<file path="src/rtl/srt4_pkg.sv">
// Shared definitions for the SRT radix-4 divider front end: FSM encoding,
// response error codes and the requester-id width helper.
package srt4_pkg;

    localparam int WIDTH_DEF = 8;

    typedef enum logic [2:0] {
        ST_IDLE  = 3'd0,
        ST_GRANT = 3'd1,
        ST_LOAD  = 3'd2,
        ST_BUSY  = 3'd3,
        ST_RESP  = 3'd4
    } state_t;

    localparam logic [1:0] ERR_OK   = 2'b00;
    localparam logic [1:0] ERR_DIV0 = 2'b01;
    localparam logic [1:0] ERR_TMO  = 2'b10;

    function automatic int id_width(input int n);
        return (n > 1) ? $clog2(n) : 1;
    endfunction

endpackage

</file>
<file path="src/rtl/srt4_rr_arbiter.sv">
// Round-robin picker: grants the first requesting index at or after ptr,
// wrapping to the lowest requesting index when nothing lies above ptr.
module srt4_rr_arbiter
    import srt4_pkg::*;
#(
    parameter int  NREQ = 2,
    localparam int IDW  = id_width(NREQ)
) (
    input  logic [NREQ-1:0] req,
    input  logic [IDW-1:0]  ptr,
    output logic [NREQ-1:0] grant,
    output logic [IDW-1:0]  grant_idx,
    output logic            grant_any
);

    logic [NREQ-1:0] req_hi;

    for (genvar gi = 0; gi < NREQ; gi++) begin : g_mask
        assign req_hi[gi] = req[gi] && (32'(gi) >= 32'(ptr));
        assign grant[gi]  = grant_any && (grant_idx == IDW'(gi));
    end

    // Scanning downward leaves the lowest matching index; the masked pass overrides the wrap pass.
    always_comb begin
        grant_idx = '0;
        grant_any = 1'b0;
        for (int i = NREQ - 1; i >= 0; i--) begin
            if (req[i]) begin
                grant_idx = IDW'(i);
                grant_any = 1'b1;
            end
        end
        if (|req_hi) begin
            for (int i = NREQ - 1; i >= 0; i--) begin
                if (req_hi[i]) grant_idx = IDW'(i);
            end
        end
    end

endmodule

</file>
<file path="src/rtl/srt4_div_arbiter.sv">
// Shares one SRT radix-4 divider core among NREQ requesters: round-robin grant,
// local divide-by-zero rejection, hung-core watchdog and tagged responses.
module srt4_div_arbiter
    import srt4_pkg::*;
#(
    parameter int  NREQ    = 2,
    parameter int  WIDTH   = WIDTH_DEF,
    parameter int  TIMEOUT = 64,
    localparam int IDW     = id_width(NREQ)
) (
    input  logic                  clk,
    input  logic                  rst_b,
    input  logic [NREQ-1:0]       req_valid,
    output logic [NREQ-1:0]       req_ready,
    input  logic [NREQ*WIDTH-1:0] req_dividend,
    input  logic [NREQ*WIDTH-1:0] req_divisor,
    output logic                  div_begin,
    output logic [WIDTH-1:0]      div_dividend,
    output logic [WIDTH-1:0]      div_divisor,
    input  logic                  div_end,
    input  logic [WIDTH-1:0]      div_quot,
    input  logic [WIDTH-1:0]      div_rem,
    output logic                  rsp_valid,
    input  logic                  rsp_ready,
    output logic [IDW-1:0]        rsp_id,
    output logic [WIDTH-1:0]      rsp_quot,
    output logic [WIDTH-1:0]      rsp_rem,
    output logic [1:0]            rsp_err,
    output logic [15:0]           ops_done
);

    localparam int WDW = $clog2(TIMEOUT + 1);

    state_t           state_reg, state_next;
    logic [IDW-1:0]   ptr_reg;
    logic [WDW-1:0]   wd_reg;
    logic [WIDTH-1:0] div_dividend_reg, div_divisor_reg;
    logic [IDW-1:0]   rsp_id_reg;
    logic [WIDTH-1:0] rsp_quot_reg, rsp_rem_reg;
    logic [1:0]       rsp_err_reg;
    logic [15:0]      ops_done_reg;

    logic [WIDTH-1:0] dividend_arr [NREQ];
    logic [WIDTH-1:0] divisor_arr  [NREQ];
    logic [NREQ-1:0]  grant;
    logic [IDW-1:0]   grant_idx;
    logic             grant_any;
    logic             wd_expired;
    logic             sel_div0;

    for (genvar gi = 0; gi < NREQ; gi++) begin : g_unpack
        assign dividend_arr[gi] = req_dividend[gi*WIDTH +: WIDTH];
        assign divisor_arr[gi]  = req_divisor[gi*WIDTH +: WIDTH];
    end

    srt4_rr_arbiter #(.NREQ(NREQ)) u_arb (
        .req       (req_valid),
        .ptr       (ptr_reg),
        .grant     (grant),
        .grant_idx (grant_idx),
        .grant_any (grant_any)
    );

    // Final BUSY cycle is the TIMEOUT-th one; div_end in that cycle still takes priority.
    assign wd_expired = (wd_reg == WDW'(TIMEOUT - 1));
    assign sel_div0   = (divisor_arr[grant_idx] == '0);

    always_ff @(posedge clk or negedge rst_b) begin
        if (!rst_b) state_reg <= ST_IDLE;
        else        state_reg <= state_next;
    end

    always_comb begin
        state_next = state_reg;
        case (state_reg)
            ST_IDLE:  if (|req_valid) state_next = ST_GRANT;
            ST_GRANT: begin
                if (!grant_any)    state_next = ST_IDLE;
                else if (sel_div0) state_next = ST_RESP;
                else               state_next = ST_LOAD;
            end
            ST_LOAD:  state_next = ST_BUSY;
            ST_BUSY:  if (div_end || wd_expired) state_next = ST_RESP;
            ST_RESP:  if (rsp_ready) state_next = ST_IDLE;
            default:  state_next = ST_IDLE;
        endcase
    end

    always_comb begin
        req_ready = (state_reg == ST_GRANT) ? grant : '0;
        div_begin = (state_reg == ST_LOAD);
        rsp_valid = (state_reg == ST_RESP);
    end

    always_ff @(posedge clk or negedge rst_b) begin
        if (!rst_b) begin
            ptr_reg          <= '0;
            wd_reg           <= '0;
            div_dividend_reg <= '0;
            div_divisor_reg  <= '0;
            rsp_id_reg       <= '0;
            rsp_quot_reg     <= '0;
            rsp_rem_reg      <= '0;
            rsp_err_reg      <= ERR_OK;
            ops_done_reg     <= '0;
        end else begin
            case (state_reg)
                ST_GRANT: if (grant_any) begin
                    div_dividend_reg <= dividend_arr[grant_idx];
                    div_divisor_reg  <= divisor_arr[grant_idx];
                    rsp_id_reg       <= grant_idx;
                    ptr_reg          <= (grant_idx == IDW'(NREQ - 1)) ? '0 : grant_idx + IDW'(1);
                    if (sel_div0) begin
                        rsp_err_reg  <= ERR_DIV0;
                        rsp_quot_reg <= '1;
                        rsp_rem_reg  <= dividend_arr[grant_idx];
                    end
                end
                ST_LOAD: wd_reg <= '0;
                ST_BUSY: begin
                    wd_reg <= wd_reg + WDW'(1);
                    if (div_end) begin
                        rsp_err_reg  <= ERR_OK;
                        rsp_quot_reg <= div_quot;
                        rsp_rem_reg  <= div_rem;
                    end else if (wd_expired) begin
                        rsp_err_reg  <= ERR_TMO;
                        rsp_quot_reg <= '0;
                        rsp_rem_reg  <= '0;
                    end
                end
                ST_RESP: if (rsp_ready && ops_done_reg != 16'hFFFF) ops_done_reg <= ops_done_reg + 16'd1;
                default: ;
            endcase
        end
    end

    assign div_dividend = div_dividend_reg;
    assign div_divisor  = div_divisor_reg;
    assign rsp_id       = rsp_id_reg;
    assign rsp_quot     = rsp_quot_reg;
    assign rsp_rem      = rsp_rem_reg;
    assign rsp_err      = rsp_err_reg;
    assign ops_done     = ops_done_reg;

endmodule

</file>
<file path="config.mk">
export PLATFORM = sky130hd
export DESIGN_NAME = srt4_div_arbiter
export DESIGN_NICKNAME = d
export VERILOG_FILES = /design/src/rtl/srt4_pkg.sv /design/src/rtl/srt4_rr_arbiter.sv /design/src/rtl/srt4_div_arbiter.sv
export SDC_FILE = /design/constraint.sdc
export NUM_CORES = 1
export LEC_CHECK = 0
export CAP_MARGIN = 20
export CORE_MARGIN = 2
export CORE_UTILIZATION = 25
export DETAILED_ROUTE_END_ITERATION = 6
export PLACE_DENSITY_LB_ADDON = 0.2
export SETUP_SLACK_MARGIN = 0.05
export SLEW_MARGIN = 5
export SYNTH_ARGS = -nofsm -noshare
export SYNTH_HDL_FRONTEND = slang
export SYNTH_SLANG_ARGS = --single-unit
</file>
<file path="constraint.sdc">
create_clock -name clk -period 2.6 [get_ports clk]
set_input_delay 0.39 -clock clk [delete_from_list [all_inputs] [get_ports clk]]
set_output_delay 0.39 -clock clk [all_outputs]
set_load 0.1 [all_outputs]
</file>
# Word level (Yosys, flattened, before mapping)
# Index checks and enable logic that the tools add are counted.
# classes
add_sub_neg	3
order_cmp	2
eq_ne	12
mux	35
n_bitwise	2
n_reduce_logical	15
# ops
op	count
two-way mux 8 bit	13
one-hot mux 8 bit (2 select lines)	2
adder 16 x 1 -> 16 bit (second input constant)	1
!= test 16 bit (second input constant)	1
two-way mux 3 bit	5
one-hot mux 3 bit (5 select lines)	1
one-hot mux 7 bit (2 select lines)	1
two-way mux 2 bit	5
zero test 8 bit	1
!= test 2 bit (second input constant)	4
adder 7 x 1 -> 7 bit (second input constant)	1
equality test 7 x 6 -> 1 bit (second input constant)	1
two-way mux 1 bit	7
equality test 3 x 2 -> 1 bit (second input constant)	2
logical AND 1 bit	4
one-hot mux 2 bit (2 select lines)	1
AND reduction 2 bit	2
AND reduction 4 bit	1
nonzero test 2 bit	2
OR reduction 2 bit	2
equality test 3 x 1 -> 1 bit (second input constant)	1
equality test 3 bit (second input constant)	1
zero test 3 bit	1
!= test 3 bit (second input constant)	1
other kinds (8)	8
# word_totals
regBits	62
inputBits	54
output_inout_bits	55
word_cells	79

# Depth between registers and ports, before layout
# Gate-level depths: netlist (run 1).
# logic_depth
ltp_word	13
mapped_depth	7
mapped_depth_nobuf	5

# Cells and area by module
# A second synthesis (run 1) with hierarchy kept.
# unflattened
hier_cells	293
area_unflattened_um2	3064.2
# modules_own_cells
module	instances	cells_each	area_per_inst_um2
srt4_div_arbiter	1	288	3031.7
srt4_rr_arbiter	1	5	32.5

# Worst setup path before layout (run 1)
# Ideal clock, no wire load.
# synth_timing
path_type	reg-to-reg
from	register state_reg[1]
to	register ops_done_reg[1] (netlist: ops_done[1])
setup_ps	126
arrival_time_ps	3665
required_ps	2474
path_slack_ps	-1190
path_stages_with_launch	6
n_path_buf	1
path_cell_list	dfrtp_1 buf_2 nor3b_1 nand2_1 a21oi_1 mux2_2
# synth_via
elab_chain_len	2
# synth_rtl
element	line	text
start: declaration	srt4_div_arbiter.sv:34	state_t state_reg, state_next;
start signal: assignment	srt4_div_arbiter.sv:70	else state_reg <= state_next;
equality test 3 bit	-	
net rsp_valid	srt4_div_arbiter.sv:23	output logic rsp_valid,
AND reduction 2 bit (no line)	-	
end signal: assignment	srt4_div_arbiter.sv:132	ST_RESP: if (rsp_ready && ops_done_reg != 16'hFFFF) ops_done_reg <= ops_done_reg + 16'd1;
end: declaration	srt4_div_arbiter.sv:41	logic [15:0] ops_done_reg;
# The timed path passes the listed nets, and every way through them passes these cells.
# A chain may end at the register's enable or synchronous reset.

# Final worst setup path (run 1)
# layout_timing
from	register state_reg[1]
to	output req_ready[1]
# layout_via
elab_chain_len	2
# layout_rtl
element	line	text
equality test 3 x 1 -> 1 bit	srt4_div_arbiter.sv:90	req_ready = (state_reg == ST_GRANT) ? grant : '0;
two-way mux 2 bit	srt4_div_arbiter.sv:90	
end: declaration	srt4_div_arbiter.sv:14	output logic [NREQ-1:0] req_ready,
# No other way between the ends.

==> results of run 1 <==
worst reg2reg max path, stage by stage, from the launching register on:
cell and delay, ns:
dfrtp_1 0.42, ha_1 0.29, and3b_1 0.21, a211o_1 0.41
and4_1 0.32, buf_4 0.23, o22a_1 0.21
placed cells by master (no fill, tap or decap), drive strengths merged, types with 6 or more instances in the layout:
cell           count
nor4               8
dfrtp             62
nor3              13
o21ai             36
nand3             13
mux2i             10
clkbuf            13
clkdlybuf4s50     52
nor2               7
a2bb2oi            8
nand4              6
a21oi             19
buf               70
xor2              12
nand2             24
a31oi             11
and3               8
inv               13
worst paths after layout:
kind | slack [ns] | depth (start not counted) | from | endpoint
worst max-delay path | 0.30 | 3 | state_reg[1] | req_ready[1]
worst min-delay path | 0.24 | 2 | rst_b | div_divisor[0]
worst max register to register | 0.40 | 6 | wd_reg[0] | rsp_err[0]
worst min register to register | 0.48 | 2 | div_divisor[0] | div_divisor[0]
max in group asynchronous | 1.84 | 2 | rst_b | state_reg[2]
min in group clk | 0.48 | 2 | div_divisor[0] | div_divisor[0]
kinds of logic after synthesis:
kind of cell	Yosys count	share of synthesized area
muxes	14	0.0501
xor gates and xnor gates	14	0.0393
DFF	62	0.497
and+or+nand+nor	91	0.162
AOI/OAI and AO/OA	102	0.204
adders and majority gates	2	0.00801
buffers and inverters	28	0.0393
area by class of cell:
class / instances / area [um2]
sequential: 62 / 1550
multi-input combinational: 223 / 1460
timing repair buffer: 122 / 1070
fill: 1256 / 7500
clock inverter: 1 / 5.00
tap: 168 / 210
clock buffer: 13 / 270
inverter: 13 / 48.8
routing by layer:
layer	wire [um]	share of wire	vias to the layer above
li1	-	-	1403
met1	4120	0.44	1356
met2	4550	0.49	69
met3	480	0.052	9
met4	146	0.016	0
met5	0	0	-
where the power goes:
part | switching, mW | internal, mW
Clock | 0.400 | 0.710
Combinational | 2.87 | 0.949
Sequential | 0.261 | 1.29
==> results.md, run 1 <==
- Initial antenna violation count: 0
- Post-CTS Setup Repair Bufs: 0
- Placed cell area: 0.00434 mm2
- Fmax: around 0.43 GHz
- Row Count: 40
- Final slew viol count: 0
- GRT met1 Usage: 0.191
- Share of layout cells above drive strength 1: 0.219
- Chip Width: 116 um
- Worst Setup Path Type: flop to primary output
- Met2 usage: 0.237
- Finished Layout Cells: 602
- Synth area leader: dfrtp_1
- Top cells by count, synth: dfrtp_1, o21ai_0, nand2_1
- CTS root buf: clkbuf_16
- Setup TNS: 0 ns
- Count of final hold-check violations: 0
- Post-synthesis register bit count: 62
- Status: finished, final reports clean
- Starting Density: 0.258
- Largest net degree at the start of global routing: 63
- Leak: 2.13 nW
- CP Buf/Inv Count: 1
- CTS tree: done
- Worst path slowest cell: nor3b_1
- Top delay family on crit path: simple AND/OR/NAND/NOR gates
- Layout Area Growth over Synthesis: 47.8%
- Clk slew on worst S/H paths: 0.05 ns
- Via count: 2,837
- Net Count, Synth: 369
- CP peak stage delay: between 0.5 and 0.6 ns
- Number of flip-flops under the largest register name: 16
- First-pass GRT wire length: 14.9 mm
- Worst-Margin Slew: 0.794 ns
- Synth warnings: 0
- Primary FF master, synth: dfrtp_1
- Slew HR: 0.470
- Clk sinks: 62
- Starting DRT DRC Count: 140
- Endpoints failing setup: 0
- Worst-path fanout max: 10
- Pre-CTS setup slack: between 0.1 and 0.15 ns
- Netlist cell types: 46
- Final WS setup: 0.297 ns
- Hold_buf cts: 0
- Max IR drop VDD: around 650 uV
- GPL Wtd Cong: 0.754
- Syn Std Cell Area: between 0.003 and 0.004 mm2
- Grt total ovfl: 0
- Min-Delay Path Class: primary input to asynchronous set/reset pin
- CP arrival: 1.91 ns
- Period utilization: 0.886
- Synth area leaders: dfrtp_1, o21ai_0, xor2_1
- Vias in the first global route: 2,794
- Worst skew pair latency: 0.33 ns
- Gate Count Post-Synth: 313
- EDFF count, synth: 0
- RSZ-0062 raised after global routing: false
- Top Usage Layer GRT: met2
- Share of flip-flops with an asynchronous set or reset: 1.00
- Fin util: 0.381
- CTS max path bufs: 2
- Antenna Cells: 0
- Avg Inst Size Synth: 9.97 um2
- CTS Buf Count: 9
- Die height: 116 um
- Power, Total: about 6.5 mW
- Final HPWL DP: between 6 and 7 mm
- DR vias/cell: 4.71
- Met3 GRT Util: 0.0303
- Total GRT Usage: 0.147
- CP Data Required Time: 2.21 ns
- WL final: 9.30 mm
- Maxcap violations: 0
- Cell area power density: ~1400 mW/mm2
- Post-synthesis sequential area ratio: 0.497
- Final ANT Viol Nets: 0
- IO Count: approximately 110
- Clock Skews: 0.00417 ns
- Proportion of netlist area held by the largest area contributor: 0.497
- Post-CTS Resized: 0
- Count leader, synth: dfrtp_1
- CP cell instances: nor3b_1 > and3_1 > buf_12
- Crit. End Element: primary output
- Layout Nets: 487
- IO buf count: 108
- H-tree depth reported by CTS: 3
- Hold Worst Slack: between 0.2 and 0.25 ns
- Router iterations before antenna repair: 4
- Minimum clock period: 2.30 ns
- Worst setup SP type: flop
- Final Instance Area: 0.00461 mm2
- WL per Instance: 15.4 um
- Core area: 0.0121 mm2
- Cells after DPL: 588
- DR DRC count: 0
- Die area: 0.0134 mm2
Power figures use the tool's default switching activity.
==> inputs of run 2 (changes only) <==
GPL_ROUTABILITY_DRIVEN = 0   (was unset)
SYNTH_HIERARCHICAL = 1   (was unset)
==> run 2 against run 1 <==
Register-to-register slack improved by 0.19 ns. Critical path depth did not move. Synthesized cell count fell by 6.4%. Utilization fell by 0.83 points. Critical path type unchanged. Largest power group unchanged.
==> results.md, run 2 <==
- Worst-Margin Slew: 0.709 ns
- Adder-cell area share of the yosys netlist: 0.00817
- Chip Width: 115 um
- WL per Instance: 15.1 um
- Endpoints failing setup: 0
- Finished Layout Cells: 555
- Hold Worst Slack: 0.118 ns
- Avg Inst Size Synth: 10.5 um2
- Hold_buf cts: 0
- Count leader, synth: dfrtp_1
- EDFF count, synth: 0
- WL final: 8.38 mm
- Syn Std Cell Area: ~0.0031 mm2
- Initial antenna violation count: 0
- Cells after DPL: 541
- DR vias/cell: 4.69
- Layout Area Growth over Synthesis: 46.1%
- Cell area power density: 1410 mW/mm2
- Post-CTS Resized: 0
- Max IR drop VDD: roughly 700 uV
- Clock share of power: 0.176
- Multiplexer share of the synthesized area: 0.0898
- Share of layout cells above drive strength 1: 0.235
- First-pass GRT wire length: between 10 and 15 mm
- Synth warnings: 6
- Die area: 0.0132 mm2
- Worst-path fanout max: 13
- Worst skew pair latency: 0.33 ns
- Minimum clock period: 2.19 ns
- Starting Density: 0.255
- Starting DRT DRC Count: 85
- Largest family of logic cells by synthesized area: simple AND/OR/NAND/NOR gates
- Maxcap violations: 0
- Worst Setup Path Type: flop to primary output
- Top cells by count, synth: dfrtp_1, o21ai_0, nand2_1
- CTS max path bufs: 2
- RSZ-0062 raised after global routing: false
- Gate Count Post-Synth: 293
- Setup TNS: 0 ns
- Status: finished, final reports clean
- Leak: 1.99 nW
- Most frequent cells in the layout: dfrtp_1, buf_4, clkdlybuf4s50_1
- Net Count, Synth: 349
- Proportion of netlist area held by the largest area contributor: 0.506
- Sequential Power Share: 0.244
- Synth area leaders: dfrtp_1, o21ai_0, mux2i_1
- Grt total ovfl: 0
- Primary FF master, synth: dfrtp_1
- Count of final hold-check violations: 0
- Fmax: 0.457 GHz
- Netlist cell types: about 50
- Largest net degree at the start of global routing: 31
- IO Count: 109
- Vias in the first global route: between 2,000 and 3,000
- Die height: 115 um
- H-tree depth reported by CTS: 3
- Layout Nets: 461
- Compound-Gate Fraction of Synth Area: 0.138
- Share of flip-flops with an asynchronous set or reset: 1.00
- CTS Buf Count: 9
- Row Count: 40
- Antenna Cells: 0
- Commonest non-fill, non-tap cell in the layout: dfrtp_1
- Period utilization: 0.842
- Placed cell area: 0.00420 mm2
- Router iterations before antenna repair: 4
- CP Data Required Time: 2.21 ns
- Post-CTS Setup Repair Bufs: 0
- Min-Delay Path Class: primary input to asynchronous set/reset pin
- Number of flip-flops under the largest register name: 16
- Crit. End Element: primary output
- Core area: around 0.012 mm2
- Synth area leader: dfrtp_1
- Clk slew on worst S/H paths: 0.05 ns
- DR DRC count: 0
- Combinational power share: 0.580
- Total GRT Usage: 0.130
- Post-synthesis simple-gate area fraction: 0.176
- Clock Skews: 0.00781 ns
- Final Instance Area: 0.00448 mm2
- Switching Share: 0.540
- Final slew viol count: 0
- Clk sinks: 62
- Post-synthesis register bit count: 62
- XOR/XNOR Fraction of Synth Area: 0.0429
- P_sw: roughly 3.4 mW
- Final HPWL DP: about 6.3 mm
- Via count: 2,604
- Final ANT Viol Nets: 0
- Worst setup SP type: flop
- IO buf count: 108
- Internal power: 2.90 mW
- Post-synthesis sequential area ratio: 0.506
- Slew HR: 0.528
- CTS root buf: clkbuf_16
- CTS tree: done
- CP arrival: roughly 1.8 ns
run 2: layout make-up:
cell class | count | area (um2)
Sequential cell | 62 | 1550
Tap cell | 147 | 184
Clock buffer | 13 | 270
Fill cell | 1236 | 7530
Inverter | 6 | 22.5
Multi-Input combinational cell | 210 | 1400
Clock inverter | 1 | 5.00
Timing Repair Buffer | 116 | 1050
run 2: cell families (layout without fill, tap and decap cells):
group,Yosys count,count (layout)
multiplexers,26,26
flip-flops,62,62
adder cells (fa/ha/maj),2,2
AND/OR/NAND/NOR,99,99
buffers and inverters,21,136
XOR/XNOR,15,15
AO/OA/AOI/OAI,68,68
run 2: final timing paths:
kind | cells past startpoint | from | end | slack [ns]
worst max-delay path | 3 | state_reg[1] | div_begin | 0.41
worst min-delay path | 1 | rst_b | rsp_id | 0.12
worst max register to register | 7 | wd_reg[0] | rsp_quot[2] | 0.59
worst min register to register | 2 | rsp_id | rsp_id | 0.48
max in group asynchronous | 2 | rst_b | ops_done[8] | 1.74
min in group clk | 2 | rsp_id | rsp_id | 0.48
run 2: critical path, cell delays in order (launching register included):
cell and delay (ns):
dfrtp_1 0.63, nand2b_1 0.35, nor2_1 0.27, buf_12 0.21
run 2: metrics by stage:
stage | util | setup slack [ns] | power, mW
finish | 0.373 | 0.410 | 6.30
global route | 0.373 | 0.245 | 6.59
CTS | 0.373 | 0.403 | 6.37
detailed placement | 0.350 | 0.0881 | 5.24
global placement | 0.350 | 0.111 | 5.22
floorplan | - | 0.128 | 4.36
run 2: per-layer routing:
metal	track usage	part of all wire	vias up
met5	0	0	-
met1	0.171	0.46	1230
li1	-	-	1275
met2	0.200	0.45	84
met4	0.0490	0.020	0
met3	0.0445	0.072	15
run 2: power by group through the flow:
stage | clock network (mW) | logic (mW) | registers [mW]
after global routing | 1.18 | 3.83 | 1.58
final | 1.11 | 3.65 | 1.54
after CTS | 1.14 | 3.68 | 1.55
after detailed placement | 0 | 3.68 | 1.55
after global placement | 0 | 3.67 | 1.55
after floorplan | 0 | 0.976 | 3.38
==> inputs of run 3 (changes only) <==
clock period = 1.75 ns   (was 2.6 ns; I/O delays follow)
==> run 3 against run 2 <==
The flow now finishes with violations (setup timing). Via count is 4.8% higher. Clock power increased by 59%. Register-to-register slack worse by 0.61 ns. Critical path depth grew 4. Sequential power increased by 64%. Sequential cell count unchanged. Total power up 81%. Critical path type is now flop to flop. Critical endpoint is now rsp_rem[5]. Largest cell class is now buffers.
==> results.md, run 3 (synthesis gave the netlist of run 2 again) <==
- Top delay family on crit path: compound AO/OA/AOI/OAI gates
- DR DRC count: 0
- Final slew viol count: 0
- Worst skew pair latency: ~0.33 ns
- Layout Nets: 502
- Grt total ovfl: 0
- Core area: 0.0120 mm2
- Total GRT Usage: 0.142
- Via count: roughly 2,700
- Worst Setup Path Type: flop to flop
- Sequential Power Share: 0.222
- CP cell instances: ha_2 > and3_4 > nand3_4 > o21ai_2 > o211a_4 > clkbuf_16 > mux2_4
- Slew HR: 0.706
- WL per Instance: 15.1 um
- H-tree depth reported by CTS: 3
- Worst setup SP type: flop
- IO buf count: 108
- Starting DRT DRC Count: between 80 and 90
- Final WS setup: -0.0182 ns
- Maxcap violations: 0
- Clk sinks: a little over 60
- Period utilization: 1.01
- CP Data Required Time: 1.96 ns
- CTS tree: done
- Final HPWL DP: 6.71 mm
- Layout fillers: 1,089
- Switching Share: 0.484
- Starting Density: 0.255
- Placed cell area: 0.00524 mm2
- Combinational power share: 0.623
- Worst path slowest cell: dfrtp_1
- Clock Skews: 0.00940 ns
- Crit. End Element: flop
- DR vias/cell: 4.57
- Cell area power density: 1990 mW/mm2
- CP peak stage delay: 0.35 ns
- Min-Delay Path Class: primary input to asynchronous set/reset pin
- Commonest non-fill, non-tap cell in the layout: buf_12
- CP Buf/Inv Count: 1
- Die area: 0.0132 mm2
- Status: complete, but fails checks
- CTS max path bufs: 2
- Final Instance Area: ~0.0057 mm2
- First-pass GRT wire length: between 10 and 15 mm
- Worst-Margin Slew: 0.437 ns
- Fmax: 0.566 GHz
- Clk slew on worst S/H paths: 0.06 ns
- Most frequent cells in the layout: buf_12, clkdlybuf4s50_1, dfrtp_1
- Vias in the first global route: 2,854
- Clock share of power: 0.155
- Max IR drop VDD: 1410 uV
- CP arrival: just under 2 ns
- Minimum clock period: 1.77 ns
- Finished Layout Cells: 598
- Area of the multi-input gates: 0.00155 mm2
- Register area: 0.00161 mm2
- IO Count: 109
- Failing checks: setup timing
- Worst-path fanout max: 5
- Cells after DPL: 575
- Largest net degree at the start of global routing: 63
- Antenna Cells: 0
- Pre-CTS setup slack: -0.384 ns
- Internal power: 5.86 mW
- Endpoints failing setup: 6
- Die height: 115 um
- Router iterations before antenna repair: 4
- Leak: 2.43 nW
- WL final: 9.00 mm
- Chip Width: 115 um
- Setup TNS: -0.0616 ns
- Layout Area Growth over Synthesis: 86.4%
- Row Count: 40
- Final ANT Viol Nets: 0
- Count of final hold-check violations: 0
- Share of layout cells above drive strength 1: 0.395
- RSZ-0062 raised after global routing: true
- Initial antenna violation count: 0
- P_sw: 5.50 mW
- Number of flip-flops under the largest register name: 16
- CTS root buf: clkbuf_16
- CTS Buf Count: 9
-- run 3: cell count changes in the layout (fill, tap and decap cells not counted), moves of 8 or more --
cell / delta
mux2_2: -8
buf_12: +54
dfrtp_4: +13
buf_4: -17
dfrtp_1: -18
mux2_4: +8
-- run 3: cell type report --
| cell class | count | area share |
|---|---|---|
| multi-input combinational | 210 | 0.271 |
| sequential | 62 | 0.281 |
| clock inverter | 4 | 0.00832 |
| tap | 147 | 0.0322 |
| inverter | 6 | 0.00394 |
| clock buffer | 12 | 0.0431 |
| timing repair buffer | 157 | 0.360 |
-- run 3: worst reg2reg max path, cell delays in order, from the launching register on --
cell and delay [ns]:
dfrtp_1 0.35, ha_2 0.19, and3_4 0.19, nand3_4 0.11
o21ai_2 0.17, o211a_4 0.21, clkbuf_16 0.15, mux2_4 0.29
-- run 3: repair_timing --
action	CTS	global route
gates resized for setup	8	19
hold buffers	1	0
endpoints found under the hold margin	62	0
setup endpoints to repair	19	24
pin swaps	0	8
gates cloned	0	1
buffers inserted	0	5
-- run 3: power groups by stage --
stage	Clock (mW)	Sequential (mW)	Combinational [mW]
detailed placement	0	2.52	6.80
global route	1.87	2.60	7.38
floorplan	0	5.06	1.50
global placement	0	2.52	6.75
finish	1.76	2.53	7.08
CTS	1.79	2.53	6.84
-- run 3: routing by layer --
metal / vias to the layer above / track usage / part of all wire
li1: 1359 / - / -
met1: 1310 / 0.186 / 0.46
met2: 49 / 0.230 / 0.49
met3: 12 / 0.0259 / 0.029
met4: 0 / 0.0610 / 0.020
met5: - / 0 / 0
-- run 3: worst paths after layout --
check	from	to	slack, ns	depth (start not counted)
max	wd_reg[1]	rsp_rem[5]	-0.02	7
max reg2reg	wd_reg[1]	rsp_rem[5]	-0.02	7
min reg2reg	wd_reg[3]	wd_reg[3]	0.52	1
min	rst_b	rsp_rem[6]	0.48	3
min in group clk	wd_reg[3]	wd_reg[3]	0.52	1
max in group asynchronous	rst_b	ops_done[5]	0.93	3
-- run 3: metrics by stage --
step / total power [mW] / hold WS, ns / util
floorplan: 6.56 / -0.0331 / -
finish: 11.4 / 0.482 / 0.476
CTS: 11.2 / 0.507 / 0.464
global route: 11.9 / 0.515 / 0.476
detailed placement: 9.33 / 0.307 / 0.436
global placement: 9.27 / 0.305 / 0.436
